==> src/rtl/regfile_wb_pkg.sv <==
// Shared types and constants for the register-file writeback arbiter.
// The age comparison helper lives here so both sources agree on what "older" means.
package regfile_wb_pkg;

    localparam int ADDR_W   = 6;
    localparam int DATA_W   = 32;
    localparam int SEQ_W    = 4;
    localparam int WB_DEPTH = 2;

    typedef enum logic {
        SRC_ALU = 1'b0,
        SRC_MEM = 1'b1
    } src_e;

    typedef struct packed {
        logic [ADDR_W-1:0] addr;
        logic [DATA_W-1:0] data;
        logic [SEQ_W-1:0]  seq;
    } wb_entry_t;

    // a is older than b when b is ahead of a by less than half the stamp range.
    function automatic logic seq_older(input logic [SEQ_W-1:0] a, input logic [SEQ_W-1:0] b);
        logic [SEQ_W-1:0] diff;
        diff = b - a;
        return (diff != '0) && (diff[SEQ_W-1] == 1'b0);
    endfunction

endpackage

==> src/rtl/regfile_wb_arbiter_fifo.sv <==
// Small per-source writeback FIFO (module wb_src_fifo). Exposes the head entry plus
// every slot's valid/address so the top level can answer hazard queries.
module wb_src_fifo
    import regfile_wb_pkg::*;
#(
    parameter int DEPTH = WB_DEPTH
) (
    input  logic                              i_clk,
    input  logic                              i_reset,
    input  logic                              i_push,
    input  wb_entry_t                         i_push_entry,
    input  logic                              i_pop,
    output logic                              o_full,
    output logic                              o_head_valid,
    output wb_entry_t                         o_head,
    output logic [DEPTH-1:0]                  o_ent_valid,
    output logic [DEPTH-1:0][ADDR_W-1:0]      o_ent_addr
);

    localparam int PTR_W = (DEPTH > 1) ? $clog2(DEPTH) : 1;

    wb_entry_t          r_mem [DEPTH];
    logic [DEPTH-1:0]   r_valid;
    logic [PTR_W-1:0]   r_wr_ptr;
    logic [PTR_W-1:0]   r_rd_ptr;

    logic               w_do_push;
    logic               w_do_pop;

    // Push is refused when full even if a pop happens on the same edge.
    assign w_do_push    = i_push && !o_full;
    assign w_do_pop     = i_pop && o_head_valid;
    assign o_full       = &r_valid;
    assign o_head_valid = r_valid[r_rd_ptr];
    assign o_head       = r_mem[r_rd_ptr];

    always_comb begin
        o_ent_valid = r_valid;
        for (int i = 0; i < DEPTH; i++) begin
            o_ent_addr[i] = r_mem[i].addr;
        end
    end

    always_ff @(posedge i_clk) begin
        if (i_reset) begin
            r_valid  <= '0;
            r_wr_ptr <= '0;
            r_rd_ptr <= '0;
        end else begin
            if (w_do_pop) begin
                r_valid[r_rd_ptr] <= 1'b0;
                r_rd_ptr          <= r_rd_ptr + PTR_W'(1);
            end
            if (w_do_push) begin
                r_valid[r_wr_ptr] <= 1'b1;
                r_wr_ptr          <= r_wr_ptr + PTR_W'(1);
            end
        end
    end

    always_ff @(posedge i_clk) begin
        if (w_do_push) begin
            r_mem[r_wr_ptr] <= i_push_entry;
        end
    end

endmodule

==> src/rtl/regfile_wb_arbiter.sv <==
// Shares the register-file write port between ALU and load writebacks, one write per cycle,
// and flags reads whose register still has a write queued or in flight.
module regfile_wb_arbiter
    import regfile_wb_pkg::*;
#(
    parameter int DEPTH = WB_DEPTH
) (
    input  logic              clk,
    input  logic              reset,
    input  logic              alu_valid,
    output logic              alu_ready,
    input  logic [ADDR_W-1:0] alu_addr,
    input  logic [DATA_W-1:0] alu_data,
    input  logic              mem_valid,
    output logic              mem_ready,
    input  logic [ADDR_W-1:0] mem_addr,
    input  logic [DATA_W-1:0] mem_data,
    output logic              wr_en,
    output logic [ADDR_W-1:0] wr_addr,
    output logic [DATA_W-1:0] wr_data,
    input  logic [ADDR_W-1:0] rd_addr1,
    input  logic [ADDR_W-1:0] rd_addr2,
    output logic              hazard1,
    output logic              hazard2
);

    logic [SEQ_W-1:0]  r_seq;
    src_e              r_last_grant;
    logic              r_wr_en;
    logic [ADDR_W-1:0] r_wr_addr;
    logic [DATA_W-1:0] r_wr_data;

    logic                         w_alu_push, w_mem_push;
    logic                         w_alu_pop, w_mem_pop;
    logic                         w_alu_full, w_mem_full;
    logic                         w_alu_head_valid, w_mem_head_valid;
    wb_entry_t                    w_alu_head, w_mem_head;
    wb_entry_t                    w_alu_entry, w_mem_entry;
    logic [DEPTH-1:0]             w_alu_ent_valid, w_mem_ent_valid;
    logic [DEPTH-1:0][ADDR_W-1:0] w_alu_ent_addr, w_mem_ent_addr;

    logic      w_grant;
    logic      w_rr;
    src_e      w_win;
    wb_entry_t w_win_entry;
    logic      w_match1, w_match2;

    assign alu_ready  = !w_alu_full;
    assign mem_ready  = !w_mem_full;
    assign w_alu_push = alu_valid && !w_alu_full;
    assign w_mem_push = mem_valid && !w_mem_full;

    assign w_alu_entry = '{addr: alu_addr, data: alu_data, seq: r_seq};
    assign w_mem_entry = '{addr: mem_addr, data: mem_data, seq: r_seq};

    wb_src_fifo #(.DEPTH(DEPTH)) u_alu_fifo (
        .i_clk        (clk),
        .i_reset      (reset),
        .i_push       (w_alu_push),
        .i_push_entry (w_alu_entry),
        .i_pop        (w_alu_pop),
        .o_full       (w_alu_full),
        .o_head_valid (w_alu_head_valid),
        .o_head       (w_alu_head),
        .o_ent_valid  (w_alu_ent_valid),
        .o_ent_addr   (w_alu_ent_addr)
    );

    wb_src_fifo #(.DEPTH(DEPTH)) u_mem_fifo (
        .i_clk        (clk),
        .i_reset      (reset),
        .i_push       (w_mem_push),
        .i_push_entry (w_mem_entry),
        .i_pop        (w_mem_pop),
        .o_full       (w_mem_full),
        .o_head_valid (w_mem_head_valid),
        .o_head       (w_mem_head),
        .o_ent_valid  (w_mem_ent_valid),
        .o_ent_addr   (w_mem_ent_addr)
    );

    // Same-register heads go oldest-first; equal stamps mean MEM was accepted alongside, so MEM wins.
    always_comb begin
        w_grant = 1'b0;
        w_rr    = 1'b0;
        w_win   = SRC_ALU;
        if (w_alu_head_valid && w_mem_head_valid) begin
            w_grant = 1'b1;
            if ((w_alu_head.addr == w_mem_head.addr) && (w_alu_head.addr != '0)) begin
                w_win = seq_older(w_alu_head.seq, w_mem_head.seq) ? SRC_ALU : SRC_MEM;
            end else begin
                w_rr  = 1'b1;
                w_win = (r_last_grant == SRC_ALU) ? SRC_MEM : SRC_ALU;
            end
        end else if (w_alu_head_valid) begin
            w_grant = 1'b1;
            w_win   = SRC_ALU;
        end else if (w_mem_head_valid) begin
            w_grant = 1'b1;
            w_win   = SRC_MEM;
        end
    end

    assign w_win_entry = (w_win == SRC_MEM) ? w_mem_head : w_alu_head;
    assign w_alu_pop   = w_grant && (w_win == SRC_ALU);
    assign w_mem_pop   = w_grant && (w_win == SRC_MEM);

    always_ff @(posedge clk) begin
        if (reset) begin
            r_seq        <= '0;
            r_last_grant <= SRC_MEM;
            r_wr_en      <= 1'b0;
            r_wr_addr    <= '0;
            r_wr_data    <= '0;
        end else begin
            if (w_alu_push || w_mem_push) begin
                r_seq <= r_seq + SEQ_W'(1);
            end
            // Only a round-robin decision moves the fairness pointer.
            if (w_rr) begin
                r_last_grant <= w_win;
            end
            r_wr_en <= w_grant && (w_win_entry.addr != '0);
            if (w_grant) begin
                r_wr_addr <= w_win_entry.addr;
                r_wr_data <= w_win_entry.data;
            end
        end
    end

    assign wr_en   = r_wr_en;
    assign wr_addr = r_wr_addr;
    assign wr_data = r_wr_data;

    always_comb begin
        w_match1 = r_wr_en && (r_wr_addr == rd_addr1);
        w_match2 = r_wr_en && (r_wr_addr == rd_addr2);
        for (int i = 0; i < DEPTH; i++) begin
            if (w_alu_ent_valid[i] && (w_alu_ent_addr[i] == rd_addr1)) w_match1 = 1'b1;
            if (w_mem_ent_valid[i] && (w_mem_ent_addr[i] == rd_addr1)) w_match1 = 1'b1;
            if (w_alu_ent_valid[i] && (w_alu_ent_addr[i] == rd_addr2)) w_match2 = 1'b1;
            if (w_mem_ent_valid[i] && (w_mem_ent_addr[i] == rd_addr2)) w_match2 = 1'b1;
        end
    end

    assign hazard1 = (rd_addr1 != '0) && w_match1;
    assign hazard2 = (rd_addr2 != '0) && w_match2;

endmodule

==> config.mk <==
export PLATFORM = sky130hd
export DESIGN_NAME = regfile_wb_arbiter
export DESIGN_NICKNAME = d
export VERILOG_FILES = /design/src/rtl/regfile_wb_pkg.sv /design/src/rtl/regfile_wb_arbiter_fifo.sv /design/src/rtl/regfile_wb_arbiter.sv
export SDC_FILE = /design/constraint.sdc
export NUM_CORES = 1
export LEC_CHECK = 0
export ABC_AREA = 1
export BUFFER_PORTS_ARGS = -buffer_cell sky130_fd_sc_hd__buf_2
export CAP_MARGIN = 40
export CORE_ASPECT_RATIO = 1.4
export CORE_MARGIN = 8
export CORE_UTILIZATION = 55
export CTS_CLUSTER_SIZE = 8
export DETAILED_ROUTE_END_ITERATION = 6
export GPL_TIMING_DRIVEN = 0
export MAX_ROUTING_LAYER = met4
export PLACE_DENSITY = 0.77
export SLEW_MARGIN = 20
export SYNTH_ARGS = -nofsm -noshare
export SYNTH_HDL_FRONTEND = slang
export SYNTH_HIERARCHICAL = 1
export SYNTH_SLANG_ARGS = --single-unit
==> constraint.sdc <==
create_clock -name clk -period 4.55 [get_ports clk]
set_clock_uncertainty 0.1 [all_clocks]
set_input_delay 0.455 -clock clk [delete_from_list [all_inputs] [get_ports clk]]
set_output_delay 0.455 -clock clk [all_outputs]
set_load 0.005 [all_outputs]
# Yosys cells after proc, flatten, opt, wreduce, memory -nomap -nowiden
# Memories as Yosys holds them, arrays and structs flattened. A register that Yosys moved wholly into a read port is not among the register bits.
# Cells that the tools add are included.
totals:
  ff_bits: 52
  mem_bits_rw: 168
  inputBits: 92
  out_inout_bits: 43
  mem_count: 2
memory_table:
  columns: ["name", "depth", "width", "rd", "rd_ports_with_merged_regs", "wr", "line", "source"]
  rows:
  - ["u_alu_fifo.r_mem", 2, 42, 3, 1, 1, "regfile_wb_arbiter_fifo.sv:22", "wb_entry_t r_mem [DEPTH];"]
  - ["u_mem_fifo.r_mem", 2, 42, 3, 1, 1, "regfile_wb_arbiter_fifo.sv:22", null]
classes:
  addsub: 6
  n_lt_le_gt_ge: 8
  eq_ne: 11
  n_mux: 45
  bitwise_logic: 8
  n_reduce_logical: 38
op_table:
  columns: ["op", "count"]
  rows:
  - ["$eq A6 B6 Y1", 11]
  - ["$mux W42", 1]
  - ["$mux W1", 34]
  - ["$logic_and A1 B1 Y1", 28]
  - ["$reduce_bool A6 Y1", 4]
  - ["$mux W2", 6]
  - ["$lt A1 B2 Y1 const B", 4]
  - ["$add A1 B1 Y1 const B", 4]
  - ["$add A4 B1 Y4 const B", 1]
  - ["$and A2 B2 Y2", 2]
  - ["$demux W1 S1", 4]
  - ["$ge A1 B1 Y1 const B", 4]
  - ["$not A2 Y2", 2]
  - ["$or A2 B2 Y2", 2]
  - ["$reduce_and A2 Y1", 2]
  - ["$reduce_bool A4 Y1", 1]
  - ["$sub A4 B4 Y4", 1]
  - ["$logic_not A1 Y1", 2]
  - ["$not A1 Y1", 2]
  - ["$logic_or A1 B1 Y1", 1]

# Longest topological paths before layout
logic_depth:
  word_depth: 13
  ltp_mapped: 19
  depth_no_buf: 16

# Cells and area by module
# The synthesis kept the hierarchy.
by_module_without_submodules:
  columns: ["mod", "instances", "cells_per_inst", "area_each_um2"]
  rows:
  - ["wb_src_fifo", 2, 174, 3535.9]
  - ["regfile_wb_arbiter", 1, 458, 3044.2]

# Least setup slack after synthesis
# Ideal clock, no wire load.
synth_timing:
  path_type: "flip-flop to flip-flop"
  start: "register (tool-made name)"
  end: "register u_alu_fifo.r_valid[0] (netlist: u_alu_fifo/o_ent_valid[0])"
  setup_ps: 122
  arrival_time_ps: 2692
  setup_slack_ps: 1636
  stages_incl_launch_ff: 20
  path_buffers: 3
  synth_period_minus_slack_ps: 2914
  path_cell_list: "dfxtp_1 -> buf_6 -> buf_12 -> mux2_4 -> inv_1 -> ha_1 -> inv_1 -> fa_1 -> xnor2_1 -> nand3b_1 -> nand3_1 -> nand2_1 -> nand3_2 -> nand2_4 -> clkinv_2 -> buf_6 -> nor2_1 -> inv_1 -> o21ai_0 -> a21oi_1"
synth_lines:
  columns: ["element", "line", "source"]
  rows:
  - ["to (signal assigned)", "regfile_wb_arbiter_fifo.sv:46", "r_valid <= '0;"]
  - ["to (signal, indexed assignment)", "regfile_wb_arbiter_fifo.sv:51", "r_valid[r_rd_ptr] <= 1'b0;"]
  - ["to (signal, indexed assignment)", "regfile_wb_arbiter_fifo.sv:55", "r_valid[r_wr_ptr] <= 1'b1;"]
  - ["to (decl)", "regfile_wb_arbiter_fifo.sv:23", "logic [DEPTH-1:0] r_valid;"]

==> summary.txt <==
CTS
  • Clock Root Buffer: clkbuf_16
  • H-tree Lvls: 1
  • Clk slew on worst S/H paths: roughly 0.05 ns
  • Num CTS Buffers: 31
  • CTS tree: built
  • Clock latency on the worst-skew pair: roughly 0.54 ns
  • Clock sinks: between 200 and 250
  • Resized Gates After CTS: 0
  • Max clock buf depth: 3

Pwr
  • P_leak: 5.01 nW
  • Power Density: 432 nW/um2
  • Final Power: 0.00532 W
  • Worst VDD drop: 0.465 mV

Route
  • First drt pass iteration count: 5
  • Drt drc: 0
  • Final WL: ~27000 um
  • Post-DRT Antenna Nets: 0
  • Vias per cell: around 5.5
  • Vias: between 7k and 8k
  • Post-DR wirelength/cell: ~21 um
  • Initial DRC Count: between 400 and 500

Worst setup path
  • Crit-path cells: buf_6 -> buf_12 -> mux2_4 -> inv_1 -> ha_1 -> inv_1 -> fa_1 -> xnor2_1 -> nand3b_1 -> nand3_1 -> nand2_1 -> nand3_2 -> nand2_4 -> clkinv_2 -> buf_6 -> nor2_1 -> inv_1 -> o21ai_0 -> a21oi_1
  • Worst path max stage delay: roughly 0.38 ns
  • Crit path DAT: 3.63 ns
  • Critical Path Fanout Max: 13
  • Setup Crit Path Kind: reg2reg
  • Reg2Reg Depth: 19
  • CP required: 4.85 ns
  • Slowest cell on the critical path: fa_1
  • Worst setup SP type: register
  • Worst path most repeated cell: inv_1
  • Critical Path Sink Type: register

Cells and area
  • Layout cells sized above 1: between 30% and 40%
  • Cell area after layout: around 12000 um2
  • Final nets: 1099
  • ANT cells: 0
  • FILL cells: about 1.3k
  • Area of the multi-input gates: about 3300 um2
  • Layout area overhead: 21.7%
  • Register area: about 6000 um2

Global route
  • First-pass GRT wire length: 39400 um
  • Number of global-route vias before repair: 7330
  • Final global-route overflow total: 0
  • All-layer global routing usage: roughly a quarter
  • Antenna violations before repair: 0
  • Pin count of the biggest net entering global routing: 30

Run
  • Max Cap Viol: 0

STA
  • Post-route setup slack: around 1.2 ns
  • Fmax: 0.301 GHz
  • Fin crit share: between 70% and 80%
  • # setup viols final: 0
  • Final hold viol count: 0
  • Worst Max-Slew Pin Slew: approximately 0.77 ns
  • Slew Limit Fails: 0
  • Fin Setup TNS: 0 ns
  • Relative slew slack: 48.5%
  • Min Tclk post-route: approximately 3.3 ns
  • Unrepaired setup endpoints after global routing: false

Synth
  • Synth top area share: 49.9%
  • Ys async rst share: 0%
  • Post-synthesis sequential area ratio: around three fifths
  • YS warnings: 6
  • Yosys top cell by area: edfxtp_1
  • Number of flops mapped to enable cells by yosys: roughly 170
  • Syn avg cell area: between 10 and 15 um2
  • Post-Synthesis Cells: about 810
  • Top cells by area, synth: edfxtp_1 50%, mux2_4 12%, dfxtp_1 11%
  • Post-synth cell types: between 40 and 50
  • Mapped Area: 10100 um2
  • Seq cells post-synth: 222
  • Main synth FF type: edfxtp_1
  • Mapped Nets: ~900

Floorplan
  • Die width: ~130 um
  • Row count: 58
  • Core Box Area: about 18000 um2
  • IO Count: ~140
  • Die height: 176 um
  • Initial Util: between 50 and 60%
  • Total die area: about 23000 um2

Run status
  • Status: completed

Worst hold path
  • Worst Hold Launch: mem_data[14]
  • Hold path depth: 1
  • HP Class: in2reg

Placement
  • Worst slack, placed: 1.23 ns
  • DP HPWL: between 15000 and 20000 um
  • Area after DPL: approximately 11000 um2
  • Routability cong.: approximately 1.0
  • Port Buffers: approximately 130
==> Yosys cell counts (12+ instances only) <==
cell type / instances
buf_4: 24
inv_1: 66
nor2_1: 70
o22ai_1: 20
o21ai_1: 13
nand2_1: 82
edfxtp_1: 168
dfxtp_1: 54
o31ai_2: 12
o21ai_0: 40
mux2_4: 80
a21oi_1: 23
nand3_1: 48
==> final timing paths <==
kind	endpoint	slack [ns]
worst max-delay path	u_alu_fifo/o_ent_valid[0]	1.22
worst min-delay path	u_mem_fifo/r_mem[0][18]	0.01
worst max register to register	u_alu_fifo/o_ent_valid[0]	1.22
worst min register to register	wr_data[16]	0.38
==> power breakdown <==
part	switching [W]	internal, W	leakage, nW
logic	0.000444	0.000355	2.56
registers	0.0000810	0.00236	2.02
clock network	0.000798	0.00129	0.423
==> per-stage QoR <==
step | std cells | utilization (%) | hold slack [ns]
3_3_place_gp | 1179 | 61.6 | 0.360
3_5_place_dp | 1183 | 62.0 | 0.380
4_1_cts | 1266 | 68.4 | 0.000240
2_1_floorplan | 806 | - | 0.358
5_1_grt | 1267 | 68.4 | 0.00169
6_report | 1267 | 68.4 | 0.0118
==> sequential cells by signal (all words and copies together) (netlist names), named ones only <==
register and cells:
u_mem_fifo/r_mem 84, wr_addr 6, u_alu_fifo/r_rd_ptr 1, u_mem_fifo/r_wr_ptr 1, u_alu_fifo/o_ent_valid 2, u_mem_fifo/r_rd_ptr 1
u_alu_fifo/r_mem 84, u_mem_fifo/o_ent_valid 2, wr_en 1, r_seq 4, wr_data 32, u_alu_fifo/r_wr_ptr 1
r_last_grant 1
==> critical path, delay by kind of cell, from the launching register on <==
kind,cells,cell delay (ns)
AO/OA/AOI/OAI,2,0.22
XOR/XNOR,1,0.14
flip-flops,1,0.32
buffers and inverters,7,0.85
AND/OR/NAND/NOR,6,0.76
adder cells (fa/ha/maj),2,0.51
multiplexers,1,0.30
==> final cells by class <==
class	instances	area share, %
buffer	52	3.72
clock buffer	57	7.17
clock inverter	1	0.0711
inverter	72	2.21
multi-input combinational	460	26.5
sequential	222	49.8
tap	240	2.44
timing repair buffer	163	8.15
==> cells by family after synthesis <==
family | Yosys count | share of synthesized area, %
muxes | 84 | 12.3
DFF | 222 | 60.6
AOI/OAI and AO/OA | 138 | 8.93
and+or+nand+nor | 226 | 9.68
buffers and inverters | 124 | 7.21
adders and majority gates | 5 | 0.693
xor gates and xnor gates | 7 | 0.606
==> timing repair <==
action / in CTS / in global routing
endpoints found under the hold margin: 44 / 0
setup buffers: 0 / 0
hold buffers: 25 / 0
==> cells in the final DEF (no fill, tap or decap), types with 23 or more instances in the layout <==
| cell | instances |
|---|---|
| edfxtp_1 | 168 |
| buf_2 | 137 |
| nand2_1 | 82 |
| mux2_4 | 80 |
| nor2_1 | 70 |
| inv_1 | 62 |
| dfxtp_1 | 54 |
| nand3_1 | 48 |
| o21ai_0 | 40 |
| clkbuf_1 | 35 |
| clkbuf_16 | 31 |
| dlygate4sd3_1 | 25 |
| buf_4 | 25 |
| a21oi_1 | 23 |
==> layer usage <==
layer / GRT usage [%] / vias up / wire length (um)
met5: - / - / 0
met1: 24.1 / 3411 / 9670
met3: 2.87 / 56 / 1410
met2: 43.3 / 283 / 14700
met4: 9.51 / 0 / 798
li1: - / 3281 / -
No activity file was read; power rests on OpenSTA's default activity.
